===== config.mk =====
export PLATFORM = sky130hd
export DESIGN_NAME = quad_nor_tester
export DESIGN_NICKNAME = d
export VERILOG_FILES = /design/src/rtl/quad_nor_tester_pkg.sv /design/src/rtl/quad_nor_sync2.sv /design/src/rtl/quad_nor_tester.sv
export SDC_FILE = /design/constraint.sdc
export NUM_CORES = 1
export LEC_CHECK = 0
export ABC_AREA = 0
export BUFFER_PORTS_ARGS = -buffer_cell sky130_fd_sc_hd__buf_4
export CAP_MARGIN = 30
export CORE_ASPECT_RATIO = 0.5
export CORE_MARGIN = 3
export CORE_UTILIZATION = 37
export CTS_CLUSTER_SIZE = 25
export DETAILED_ROUTE_END_ITERATION = 7
export PLACE_DENSITY_LB_ADDON = 0.1
export SKIP_CTS_REPAIR_TIMING = 1
export SYNTH_ARGS = -nofsm -noshare
export SYNTH_HDL_FRONTEND = slang
export SYNTH_SLANG_ARGS = --single-unit

===== constraint.sdc =====
create_clock -name clk -period 2.1 [get_ports clk]
set_input_delay 0 -clock clk [delete_from_list [all_inputs] [get_ports clk]]
set_output_delay 0 -clock clk [all_outputs]
set_load 0.01 [all_outputs]

===== src/rtl/quad_nor_tester_pkg.sv =====
// Shared types, constants and the NOR truth-table helper for the quad NOR self-tester.
package quad_nor_tester_pkg;

  typedef enum logic [1:0] {
    IDLE   = 2'd0,
    SETTLE = 2'd1,
    SAMPLE = 2'd2,
    DONE   = 2'd3
  } state_e;

  localparam int NUM_VEC = 4;
  localparam int GATES   = 4;

  // Both inputs low is the only vector that drives every NOR output high.
  function automatic logic [GATES-1:0] exp_y(input logic [1:0] vec);
    return (vec == 2'd0) ? 4'b1111 : 4'b0000;
  endfunction

endpackage


===== src/rtl/quad_nor_sync2.sv =====
// Two-flop synchroniser bringing the asynchronous DUT Y pins into the clk domain.
module quad_nor_sync2
  import quad_nor_tester_pkg::*;
(
  input  logic             clk,
  input  logic             rst,
  input  logic [GATES-1:0] d,
  output logic [GATES-1:0] q
);

  logic [GATES-1:0] meta_q;
  logic [GATES-1:0] sync_q;

  // Metastability-settling register chain.
  always_ff @(posedge clk or posedge rst) begin
    if (rst) begin
      meta_q <= 4'b0000;
      sync_q <= 4'b0000;
    end else begin
      meta_q <= d;
      sync_q <= meta_q;
    end
  end

  assign q = sync_q;

endmodule


===== src/rtl/quad_nor_tester.sv =====
// Self-test sequencer for an external quad 2-input NOR (74HC02 pinout).
// Define QUAD_NOR_TESTER_LOOP_EN for continuous soak mode (repeats until rst).
module quad_nor_tester
  import quad_nor_tester_pkg::*;
#(
  parameter int SETTLE_CYCLES = 4
) (
  input  logic             clk,
  input  logic             rst,
  input  logic             start,
  input  logic [GATES-1:0] dut_y,
  output logic [GATES-1:0] dut_a,
  output logic [GATES-1:0] dut_b,
  output logic             busy,
  output logic             done,
  output logic             pass,
  output logic [GATES-1:0] fail_mask
);

  if (SETTLE_CYCLES < 3 || SETTLE_CYCLES > 255) begin : g_bad_settle
    $error("quad_nor_tester: SETTLE_CYCLES=%0d outside legal range 3..255", SETTLE_CYCLES);
  end

  localparam logic [7:0] CNT_RELOAD = 8'(SETTLE_CYCLES - 1);
  localparam logic [1:0] LAST_VEC   = 2'(NUM_VEC - 1);

  state_e           state_q, state_d;
  logic [1:0]       vec_q, vec_d;
  logic [7:0]       cnt_q, cnt_d;
  logic [GATES-1:0] fail_mask_q, fail_mask_d;
  logic             pass_q, pass_d;
  logic             busy_q, busy_d;
  logic             done_q, done_d;
  logic [GATES-1:0] dut_a_q, dut_a_d;
  logic [GATES-1:0] dut_b_q, dut_b_d;
  logic [GATES-1:0] ys;

  quad_nor_sync2 u_sync (
    .clk (clk),
    .rst (rst),
    .d   (dut_y),
    .q   (ys)
  );

  // Sequencer next-state and next-output logic.
  always_comb begin
    state_d     = state_q;
    vec_d       = vec_q;
    cnt_d       = cnt_q;
    fail_mask_d = fail_mask_q;
    pass_d      = pass_q;
    case (state_q)
      IDLE: begin
        if (start) begin
          vec_d       = 2'd0;
          cnt_d       = CNT_RELOAD;
          fail_mask_d = 4'b0000;
          pass_d      = 1'b0;
          state_d     = SETTLE;
        end else begin
          state_d = IDLE;
        end
      end
      SETTLE: begin
        if (cnt_q != 8'd0) begin
          cnt_d = cnt_q - 8'd1;
        end else begin
          state_d = SAMPLE;
        end
      end
      SAMPLE: begin
        fail_mask_d = fail_mask_q | (ys ^ exp_y(vec_q));
        if (vec_q == LAST_VEC) begin
          state_d = DONE;
        end else begin
          vec_d   = vec_q + 2'd1;
          cnt_d   = CNT_RELOAD;
          state_d = SETTLE;
        end
      end
      DONE: begin
        pass_d = (fail_mask_q == 4'b0000);
        vec_d  = 2'd0;
`ifdef QUAD_NOR_TESTER_LOOP_EN
        cnt_d   = CNT_RELOAD;
        state_d = SETTLE;
`else
        state_d = IDLE;
`endif
      end
      default: begin
        state_d = IDLE;
      end
    endcase
    // Outputs are registered from the next state so they line up with the state register.
    busy_d  = (state_d != IDLE);
    done_d  = (state_d == DONE);
    dut_a_d = {GATES{vec_d[1]}};
    dut_b_d = {GATES{vec_d[0]}};
  end

  // State and output registers.
  always_ff @(posedge clk or posedge rst) begin
    if (rst) begin
      state_q     <= IDLE;
      vec_q       <= 2'd0;
      cnt_q       <= 8'd0;
      fail_mask_q <= 4'b0000;
      pass_q      <= 1'b0;
      busy_q      <= 1'b0;
      done_q      <= 1'b0;
      dut_a_q     <= 4'b0000;
      dut_b_q     <= 4'b0000;
    end else begin
      state_q     <= state_d;
      vec_q       <= vec_d;
      cnt_q       <= cnt_d;
      fail_mask_q <= fail_mask_d;
      pass_q      <= pass_d;
      busy_q      <= busy_d;
      done_q      <= done_d;
      dut_a_q     <= dut_a_d;
      dut_b_q     <= dut_b_d;
    end
  end

  assign dut_a     = dut_a_q;
  assign dut_b     = dut_b_q;
  assign busy      = busy_q;
  assign done      = done_q;
  assign pass      = pass_q;
  assign fail_mask = fail_mask_q;

endmodule


==> results by group <==
Status
  • Status: complete, no violations

Die
  • Die area: between 4000 and 5000 um2
  • Die boundary height: between 40 and 50 um
  • Starting density of the core: 0.4021
  • Number of core rows: 14
  • Top-Level Pins: 22
  • Placeable core region: approximately 3100 um2
  • Width of the chip: roughly 88 um

Hold path
  • Number of instances on the worst hold path: 3
  • Hold EP: state_q[0]
  • Class of the tightest hold or removal check: in2reg
  • Hold Crit Start: start

Critical path
  • Endpoint of the worst-slack reg-to-reg timing path: cnt_q[0]
  • Crit path buf inv count: 1
  • Cell class contributing the biggest share of worst-path delay: simple AND/OR/NAND/NOR gates
  • Worst-path fanout max: 5
  • Critical path cell sequence: inv_1 > ha_1 > or4b_4 > nand2b_4 > nand2_4 > mux2i_1
  • Crit Reg-Reg Startpoint: cnt_q[0]
  • Critical Path AT: between 1.5 and 2 ns
  • Required time at the endpoint of the critical path: about 2.3 ns
  • Launch point of the critical path: cnt_q[0]
  • Path depth of the worst reg2reg path: 6
  • Register-to-register setup slack: between 0.4 and 0.5 ns
  • Nature of the critical path endpoint: flip-flop
  • Nature of the critical path startpoint: flip-flop
  • Cell with the largest stage delay on the worst path: or4b_4
  • Largest stage delay on the critical path: between 0.4 and 0.5 ns
  • Type of the worst setup path: reg2reg

Clock network
  • Clk Tree Root Cell: clkbuf_8
  • Deepest level of the CTS H-tree: 1
  • Number of buffers inserted during clock tree synthesis: 3
  • Clock Tree Buf Depth: 2
  • Clock Sinks: 27
  • TritonCTS clock tree: built
  • Clock latency reported for the late side of the worst-skew pair: 0.28 ns
  • Clock-pin slew reported for the worst setup and hold paths after clock tree synthesis: ~0.09 ns

Timing
  • Final count of negative-setup-slack endpoints: 0
  • Final Max Tran Viols: 0
  • Min Tclk post-route: about 1.7 ns
  • Max Freq: between 0.6 and 0.7 GHz
  • Post-route setup TNS: 0 ns
  • Worst setup skew after layout: 0.006349 ns
  • Final Hold Vio Count: 0
  • Unrepaired setup endpoints after global routing: false
  • Max-Slew Margin vs Limit: 0.6373
  • Period utilisation layout: 0.7865
  • Worst slew pin tran: roughly 0.54 ns

Synth
  • Sequential share of the synthesized area: 0.5389
  • Post-Synthesis Cell Area: roughly 1300 um2
  • Yosys Warn Count: 0
  • Post-synthesis average cell area: a little over 10 um2
  • Largest area contributor in the netlist: dfrtp_1
  • Synth cell types: 35
  • Nets in the synthesized netlist: between 100 and 150
  • Register bit count reported by yosys: 27
  • Synth top area share: 0.5389
  • Number of instances in the synthesized netlist: 122
  • Top post-synthesis cells by area: dfrtp_1 (54%), a21oi_1 (5.2%), o21ai_0 (3.6%), buf_4 (3.6%), nor2_1 (3.6%)

Finish
  • Multi-input gate area: about 500 um2
  • Share of post-route cells with drive strength above 1: 0.2207
  • Area growth, synth to finish: 21.06%
  • Net count of the finished layout: around 160
  • Design Area, Final: 1518 um2
  • Antenna Cells: 0
  • Storage cell area: 675.6 um2
  • Fill cell count: 289

Global routing
  • Wire length of the first global-routing pass: 3891 um
  • Maximum number of pins on one net before global-route repair: 28
  • Remaining global-route overflow: 0
  • Antenna violations before repair: 0
  • Via count of the first global-routing pass: about 830
  • All-layer global routing usage: 0.1265

Power and ir drop
  • Power, Total: about 0.9 mW
  • Largest vdd supply drop: 0.2130 mV
  • Total power per unit cell area: a little under 600 nW/um2
  • Static leakage: 0.6774 nW

Place
  • Gpl congestion: 0.7522
  • HPWL Detailed: 1700 um
  • Number of port buffers: 21
  • Area of placed instances: around 1400 um2

Routing
  • Post-route DRC: 0
  • Violation count after the first detailed-routing iteration: 44
  • Number of iterations in the first detailed-routing pass: 4
  • Final Routed Wirelength: 2484 um
  • DR vias: slightly above 900
  • Avg WL per Cell: ~13 um
  • Antenna viol nets, final: 0
  • DR vias/cell: between 5 and 6

Job
  • Max cap viols: 0
==> cell usage after synthesis, drive strengths merged <==
| master | instances |
|---|---|
| nor2b | 2 |
| nand2 | 10 |
| nor4 | 2 |
| and2b | 1 |
| nand3 | 1 |
| clkbuf | 1 |
| a211oi | 1 |
| o211ai | 3 |
| or3 | 1 |
| o21bai | 2 |
| ha | 2 |
| a211o | 1 |
| or4 | 1 |
| a21oi | 13 |
| dfrtp | 27 |
| or4b | 1 |
| mux2i | 2 |
| a2bb2oi | 1 |
| o311a | 1 |
| o31ai | 1 |
| nand2b | 3 |
| xor2 | 4 |
| buf | 8 |
| o22ai | 1 |
| inv | 6 |
| nor2 | 12 |
| a31oi | 1 |
| o21ai | 9 |
| nor3 | 4 |
==> worst max path at each step <==
stage | endpoint | slack (ns) | cells past startpoint
6_report | cnt_q[0] | 0.45 | 6
5_1_grt | cnt_q[0] | 0.32 | 6
4_1_cts | cnt_q[0] | 0.43 | 6
3_5_place_dp | cnt_q[1] | 0.46 | 6
3_3_place_gp | cnt_q[0] | 0.49 | 6
2_1_floorplan | cnt_q[0] | 0.54 | 6
==> layer usage <==
layer	part of all wire	wire length (um)	vias to the layer above	track usage
met5	0	0	-	0
met4	0.0089	22	0	0.04518
met3	0.035	87	2	0.04203
met2	0.46	1155	17	0.1947
met1	0.49	1218	448	0.1697
li1	-	-	464	-
==> registers in the layout, indices dropped and copies added (netlist names), named ones only <==
name and flops:
fail_mask 4, pass 1, busy 1, u_sync.q 4, cnt_q 8, u_sync.meta_q 4
done 1, state_q 2
==> through the flow <==
step / hold slack [ns] / cells / setup WS, ns / utilization
2_1_floorplan: 0.03143 / 122 / 0.5383 / -
3_3_place_gp: 0.08690 / 176 / 0.4868 / 0.4551
3_5_place_dp: 0.09498 / 176 / 0.4638 / 0.4551
4_1_cts: -0.2219 / 180 / 0.4278 / 0.4707
5_1_grt: 0.03848 / 185 / 0.3190 / 0.4868
6_report: 0.02477 / 185 / 0.4482 / 0.4868
==> cell type report <==
cell class	instances	share of cell area
flip-flops and latches	27	0.4452
clock inverters	1	0.004946
well taps	40	0.03298
repair buffers	28	0.1467
inverters	6	0.01484
multi-input cells	80	0.3281
clock buffers	3	0.02721
==> report_power, final <==
part | switching, mW | total, mW | internal [mW] | leakage [nW]
combinational | 0.0201 | 0.0419 | 0.0218 | 0.340
clock | 0.170 | 0.305 | 0.135 | 0.0217
sequential | 0.00505 | 0.533 | 0.528 | 0.316
==> layout by cell type, fill, tap and decap left out, types with 2 or more instances in the layout <==
master          n
ha_1            2
nand2_1         8
mux2i_1         2
clkbuf_8        3
nor2_1         12
dfrtp_1        27
inv_1           6
nor2b_1         2
nand2b_1        2
o21bai_1        2
nor4_1          2
o211ai_1        3
nor3_1          3
xor2_1          4
dlygate4sd3_1   5
buf_4          23
o21ai_0         9
a21oi_1        13
==> logic make-up (layout without fill, tap and decap cells) <==
logic type	count (synthesis)	after routing	share of synthesized area
muxes	2	2	0.01597
buffers and inverters	15	38	0.06386
xor gates and xnor gates	4	4	0.02794
adders and majority gates	2	2	0.01996
and+or+nand+nor	38	38	0.1717
AOI/OAI and AO/OA	34	34	0.1617
DFF	27	27	0.5389
==> worst register-to-register path: stages (launching register included) <==
cell	delay (ns)
dfrtp_1	0.42
inv_1	0.09
ha_1	0.16
or4b_4	0.47
nand2b_4	0.17
nand2_4	0.09
mux2i_1	0.18
No activity file was read; power rests on OpenSTA's default activity.
